File: config.mk
export PLATFORM = sky130hd
export DESIGN_NAME = lzrw1_group_packer
export DESIGN_NICKNAME = d
export VERILOG_FILES = /design/src/rtl/lzrw1_group_packer.sv
export SDC_FILE = /design/constraint.sdc
export NUM_CORES = 1
export LEC_CHECK = 0
export CELL_PAD_IN_SITES_DETAIL_PLACEMENT = 1
export CELL_PAD_IN_SITES_GLOBAL_PLACEMENT = 1
export CORE_MARGIN = 1
export CORE_UTILIZATION = 50
export CTS_BUF_LIST = sky130_fd_sc_hd__clkbuf_2 sky130_fd_sc_hd__clkbuf_4 sky130_fd_sc_hd__clkbuf_8
export DETAILED_ROUTE_END_ITERATION = 6
export PLACE_DENSITY_LB_ADDON = 0.1
export SYNTH_ARGS = -nofsm -noshare
export SYNTH_HDL_FRONTEND = slang
export SYNTH_SLANG_ARGS = --single-unit
File: constraint.sdc
create_clock -name clock -period 3.25 [get_ports clock]
set_input_delay 0.65 -clock clock [delete_from_list [all_inputs] [get_ports clock]]
set_output_delay 0.65 -clock clock [all_outputs]
set_load 0.03 [all_outputs]
File: src/rtl/lzrw1_group_packer.sv
// LZRW1 group packer: collects up to GROUPITEMS literal/copy items, then streams
// the 16-bit little-endian control word followed by the buffered item bytes.
module lzrw1_group_packer #(
    parameter int GROUPITEMS = 16
) (
    input  logic        clock,
    input  logic        reset,
    input  logic        in_valid,
    output logic        in_ready,
    input  logic        in_copy,
    input  logic [7:0]  in_literal,
    input  logic [11:0] in_offset,
    input  logic [3:0]  in_length,
    input  logic        in_last,
    output logic        out_valid,
    input  logic        out_ready,
    output logic [7:0]  out_byte,
    output logic        out_last,
    output logic [15:0] group_count,
    output logic        err
);

    localparam int DEPTH = 2 * GROUPITEMS;
    localparam int AW    = $clog2(DEPTH);
    localparam int BW    = AW + 1;
    localparam int IW    = $clog2(GROUPITEMS + 1);
    localparam logic [IW-1:0] LASTITEM = IW'(GROUPITEMS - 1);

    typedef enum logic [1:0] {FILL, CTRL_LO, CTRL_HI, ITEMS} stateType;

    stateType       state, stateNext;
    logic [IW-1:0]  itemCnt;
    logic [BW-1:0]  byteCnt;
    logic [BW-1:0]  rdPtr;
    logic [15:0]    control;
    logic [15:0]    ctrlSet;
    logic           lastGrp;
    logic [7:0]     buffer [DEPTH];
    logic [AW-1:0]  wrIdx;

    logic accept, outFire, closing, finalByte, illegal;

    assign in_ready  = (state == FILL);
    assign out_valid = (state != FILL);
    assign wrIdx     = byteCnt[AW-1:0];

    // NOTE: every always_comb output gets a default first so no latch is inferred.
    always_comb begin
        accept    = in_valid && in_ready;
        outFire   = out_valid && out_ready;
        closing   = accept && (in_last || itemCnt == LASTITEM);
        finalByte = (state == ITEMS) && (rdPtr == byteCnt);
        illegal   = in_copy && (in_length < 4'd2 || in_offset == 12'd0);
        ctrlSet   = control | (16'(in_copy) << itemCnt);
        stateNext = state;
        case (state)
            FILL:    if (closing)              stateNext = CTRL_LO;
            CTRL_LO: if (outFire)              stateNext = CTRL_HI;
            CTRL_HI: if (outFire)              stateNext = ITEMS;
            ITEMS:   if (outFire && finalByte) stateNext = FILL;
            default:                           stateNext = FILL;
        endcase
    end

    // NOTE: sequential state uses non-blocking assignments only.
    always_ff @(posedge clock or negedge reset) begin
        if (!reset) state <= FILL;
        else        state <= stateNext;
    end

    always_ff @(posedge clock or negedge reset) begin
        if (!reset) begin
            itemCnt     <= '0;
            byteCnt     <= '0;
            rdPtr       <= '0;
            control     <= '0;
            lastGrp     <= 1'b0;
            out_byte    <= '0;
            out_last    <= 1'b0;
            group_count <= '0;
            err         <= 1'b0;
        end else begin
            case (state)
                FILL: begin
                    if (accept) begin
                        control <= ctrlSet;
                        itemCnt <= itemCnt + IW'(1);
                        byteCnt <= byteCnt + (in_copy ? BW'(2) : BW'(1));
                        if (illegal) err <= 1'b1;
                    end
                    // The control low byte already includes the closing item's bit.
                    if (closing) begin
                        lastGrp  <= in_last;
                        out_byte <= ctrlSet[7:0];
                        out_last <= 1'b0;
                    end
                end
                CTRL_LO: begin
                    if (outFire) out_byte <= control[15:8];
                end
                CTRL_HI: begin
                    if (outFire) begin
                        out_byte <= buffer[0];
                        out_last <= lastGrp && (byteCnt == BW'(1));
                        rdPtr    <= BW'(1);
                    end
                end
                ITEMS: begin
                    if (outFire) begin
                        if (finalByte) begin
                            group_count <= group_count + 16'd1;
                            itemCnt     <= '0;
                            byteCnt     <= '0;
                            rdPtr       <= '0;
                            control     <= '0;
                            lastGrp     <= 1'b0;
                            out_byte    <= '0;
                            out_last    <= 1'b0;
                        end else begin
                            out_byte <= buffer[rdPtr[AW-1:0]];
                            out_last <= lastGrp && (rdPtr == byteCnt - BW'(1));
                            rdPtr    <= rdPtr + BW'(1);
                        end
                    end
                end
                default: ;
            endcase
        end
    end

    // NOTE: the byte buffer has no reset; byteCnt alone decides which entries are live.
    always_ff @(posedge clock) begin
        if (accept) begin
            if (in_copy) begin
                buffer[wrIdx]          <= {in_offset[11:8], in_length};
                buffer[wrIdx + AW'(1)] <= in_offset[7:0];
            end else begin
                buffer[wrIdx] <= in_literal;
            end
        end
    end

endmodule

[After elaboration in Yosys (flattened, before gate mapping)]
Memories as Yosys holds them, arrays and structs flattened.
Index checks and enable logic that the tools add are counted.
Storage, ports and cells
  flip-flop bits (word level): 62
  latch bits: 0
  bits in writable memories: 256
  ROM bits: 0
  bits of input ports: 30
  output and inout bits: 28
  logic and storage cells: 103
  memories kept: 1
Memories
  buffer: words 32, width 8, rd ports 2, clocked after Yosys merged registers in 0, wr ports 2, line 38  | logic [7:0] buffer [DEPTH];
Operators by class
  add/sub/neg operators: 6
  $mul: 0
  divide/modulo/power cells: 0
  order comparisons: 1
  eq/ne operators: 14
  shifts and indexed selects: 1
  multiplexer cells: 44
  bitwise operators: 2
  reduce and logical (&&, ||, !) cells: 24
Operator list (number)
  $mux W16: 3
  $mux W8: 6
  $mux W6: 6
  $pmux W16 S2: 1
  $pmux W8 S4: 1
  $pmux W6 S2: 2
  $reduce_and A4 Y1: 5
  $add A16 B1 Y16 const B: 1
  $or A16 B16 Y16: 1
  $shl A1 B5 Y16: 1
  $mux W5: 3
  $mux W1: 13
  $eq A6 B6 Y1: 2
  $logic_not A12 Y1: 1
  $add A5 B1 Y5 const B: 2
  $mux W2: 5
  $pmux W5 S2: 1
  $reduce_and A3 Y1: 3
  $logic_and A1 B1 Y1: 8
  $ne A2 B2 Y1 const B: 4
  $pmux W2 S4: 1
  $add A6 B1 Y6 const B: 1
  $add A6 B2 Y6: 1
  $eq A6 B1 Y1 const B: 1
  other kinds (13): 19

[Depth between registers and ports, before layout]
  depth in word-level cells: 6
  mapped depth: 10
  depth with buffers taken out: 8

[Worst setup path before layout]
No wires, ideal clock.
  path type: register to register
  start point: reg state[0]
  end point: mem buffer[28][0] (enable)
  arrival time: 2.234 ns
  required time: 2.866 ns
  setup slack: 0.632 ns
  cell stages (with the launch flop): 10
  path buffers: 2
  period minus slack after synthesis: 2.618 ns
  cells stage by stage: dfrtp_1 -> inv_1 -> ha_1 -> buf_2 -> and2_1 -> buf_4 -> nand2_1 -> nor2_1 -> nand2_1 -> o21ai_0
RTL lines
  from (decl): line 31  | stateType state, stateNext;
  from (signal assigned): line 68  | else state <= stateNext;
  to (decl): line 38

[Final worst setup path]
  start point: reg state[0]
  end point: out out_valid
Between the ends
  word-level cells in the longest chain between the ends: 1
Ends and longest elaborated chain
  $reduce_bool A2 Y1: line 44  | assign out_valid = (state != FILL);
  to (decl): line 15  | output logic out_valid,
No other way between the ends.

==> impl_metrics.py <==
metrics = {
    "synth": {
        "synth_edf_count": 256,
        "syn_area_per_cell_um2": 14.00,
        "synth.net_count": 1267,
        "syn_area_um2": 17090,
        "synth_common_cells": "mux2_2 (282), edfxtp_1 (256), clkbuf_1 (75)",
        "synth.top_cell.area_share_pct": 44.97,
        "ys.flop_type": "edfxtp_1",
        "synth-seq-cells": 318,
        "synth_cells": 1221,
        "yosys_warnings": 0,
        "synth_most_common_cell": "mux2_2",
        "async_flop_share_pct": 19.50,
        "synth.area.top_cells": "edfxtp_1 (45%), mux2_2 (19%), dfrtp_1 (9.1%), mux4_2 (5.4%), mux2i_1 (2.2%)",
        "ys_seq_area_share_pct": 54.05,
        "synth_cell_type_count": 69,
        "synth.largest_area_cell": "edfxtp_1",
    },
    "timing": {
        "setup_viol": 0,
        "hold_violations": 0,
        "fmax_mhz": 322.1,
        "worst_pin_slew_ns": 0.8964,
        "tns_ns": 0,
        "drv_slew": 0,
        "rsz0062_at_grt": "no",
        "finalCritPeriodShare_pct": 95.52,
        "max_slew_margin_pct": 40.24,
        "finClkSkew_ns": 0.02311,
        "period_minus_slack_ns": 3.104,
    },
    "setup_path": {
        "end_kind": "output pin",
        "worstSetupPathType": "reg2out",
        "r2r_slack_ns": 0.52,
        "startpoint_type": "flop",
        "cp.required_ns": 2.60,
        "worstPathMaxFanout": 18,
        "crit_arrival_ns": 2.45,
    },
    "route": {
        "wire_per_inst_um": 27.67,
        "drt-initial-drc-count": 720,
        "drcViolationCount": 0,
        "vias": 11220,
        "routed_via_density": 6.244,
        "ant_nets": 0,
        "drt_wl_total_mm": 49.69,
        "first_pass_iters": 5,
    },
    "floorplan": {
        "core_um2": 33620,
        "pin_count": 58,
        "start_util_pct": 50.85,
        "rows": 67,
        "die_w_um": 186.9,
        "dieArea_um2": 34930,
        "die_h_um": 186.9,
    },
    "clocking": {
        "cts_buffers": 55,
        "clock_path_buffers": 3,
        "cts-resized-gates": 0,
        "cts_setup_buffers": 0,
        "insertion_delay_ns": 0.64,
        "ctsHtreeMaxLevel": 2,
        "cts_tree": "yes",
        "hold_buffers": 0,
        "clkSinkCount": 318,
        "cts-root-buf": "clkbuf_8",
        "clk_transition_reported_paths_ns": 0.06,
    },
    "place": {
        "gp_congestion": 0.8839,
        "portBuffers": 57,
        "dp_hpwl_mm": 32.94,
    },
    "layout": {
        "drive_gt1_share_pct": 38.58,
        "fillCellCount": 3243,
        "n_antenna_cell": 0,
        "syn_to_final_growth_pct": 13.53,
        "seqCellArea_um2": 9244,
        "fin_nets": 1353,
        "multi_input_area_um2": 7312,
        "final_util_pct": 57.73,
    },
    "outcome": {
        "status": "complete, no violations",
    },
    "run": {
        "cap_violations": 0,
    },
    "global_route": {
        "first_global_vias": 11930,
        "grt_pass1_wl_mm": 75.92,
        "grt-ovfl-total": 0,
        "grt_max_degree": 34,
        "track_usage_pct": 29.10,
        "antenna_found_initial": 2,
    },
    "hold_path": {
        "min-delay-path-class": "in2async",
    },
    "power_and_ir_drop": {
        "p_per_area_nw_per_um2": 706.8,
        "leakage_nw": 7.014,
        "ir_drop_v": 0.0005199,
    },
}
[sequential cells by signal (all words and copies together) (netlist names), 2 cells and up]
signal and cells:
itemCnt 5, state 2, buffer 256, byteCnt 6, out_byte 8, control 16, rdPtr 6, group_count 16
[layer usage]
layer	vias to the layer above	GRT usage [%]	part of all wire (%)
met5	-	0	0.024
met3	86	4.991	5.3
met4	2	9.237	2.6
met1	5850	38.88	43
li1	4942	-	-
met2	335	48.48	49
[report_power, final]
part | total (mW) | leakage, nW | internal [mW] | switching, mW
Sequential | 5.19 | 3.12 | 4.82 | 0.368
Clock | 3.64 | 0.570 | 1.98 | 1.66
Combinational | 4.89 | 3.33 | 2.02 | 2.86
[layout by cell type (no fill, tap or decap), types with 32 or more instances in the layout]
cell type / n
dfrtp_1: 60
edfxtp_1: 256
mux4_2: 41
o22ai_1: 32
clkdlybuf4s50_1: 56
buf_4: 75
nor2_1: 44
nand2_1: 47
clkbuf_8: 59
mux2i_1: 38
mux2_2: 282
[through the flow]
| step | setup slack, ns | power, mW | hold slack, ns | instance area (um^2) | cells |
|---|---|---|---|---|---|
| final | 0.1457 | 13.72 | 0.09893 | 19400 | 1796 |
| after global routing | 0.04011 | 14.31 | 0.1117 | 19400 | 1796 |
| after CTS | 0.1041 | 13.76 | 0.06921 | 19400 | 1796 |
| after detailed placement | 0.02765 | 10.09 | 0.4658 | 18330 | 1698 |
| after global placement | 0.05555 | 9.975 | 0.4619 | 18330 | 1698 |
| after floorplan | 0.6317 | 8.551 | 0.3544 | 17090 | 1221 |
[kinds of logic after synthesis]
kind of cell,share of synthesized area [%]
AO/OA/AOI/OAI,7.342
buffers and inverters,3.170
XOR/XNOR,1.435
flip-flops,54.05
adder cells (fa/ha/maj),1.215
multiplexers,26.21
AND/OR/NAND/NOR,6.581
[worst max-delay path, cell delays in order (launching register included)]
cell             delay [ns]
dfrtp_1                0.38
inv_1                  0.09
ha_1                   0.21
buf_4                  0.20
inv_1                  0.21
clkdlybuf4s50_1        0.71
[final timing paths]
kind,start,end,cells past startpoint
worst max-delay path,state[0],out_valid,5
worst min-delay path,reset,rdPtr[3],1
worst max register to register,rdPtr[0],out_byte[5],5
worst min register to register,group_count[15],group_count[15],1
max in group asynchronous,reset,control[2],2
min in group clock,group_count[15],group_count[15],1
[cell type report]
class | count | area share [%]
inverter | 17 | 0.3288
timing repair buffer | 133 | 5.919
sequential | 318 | 47.64
multi-input combinational | 782 | 37.68
clock buffer | 80 | 4.997
tap | 448 | 2.889
clock inverter | 18 | 0.5481
Note: power is estimated with default switching activity, not from simulation.
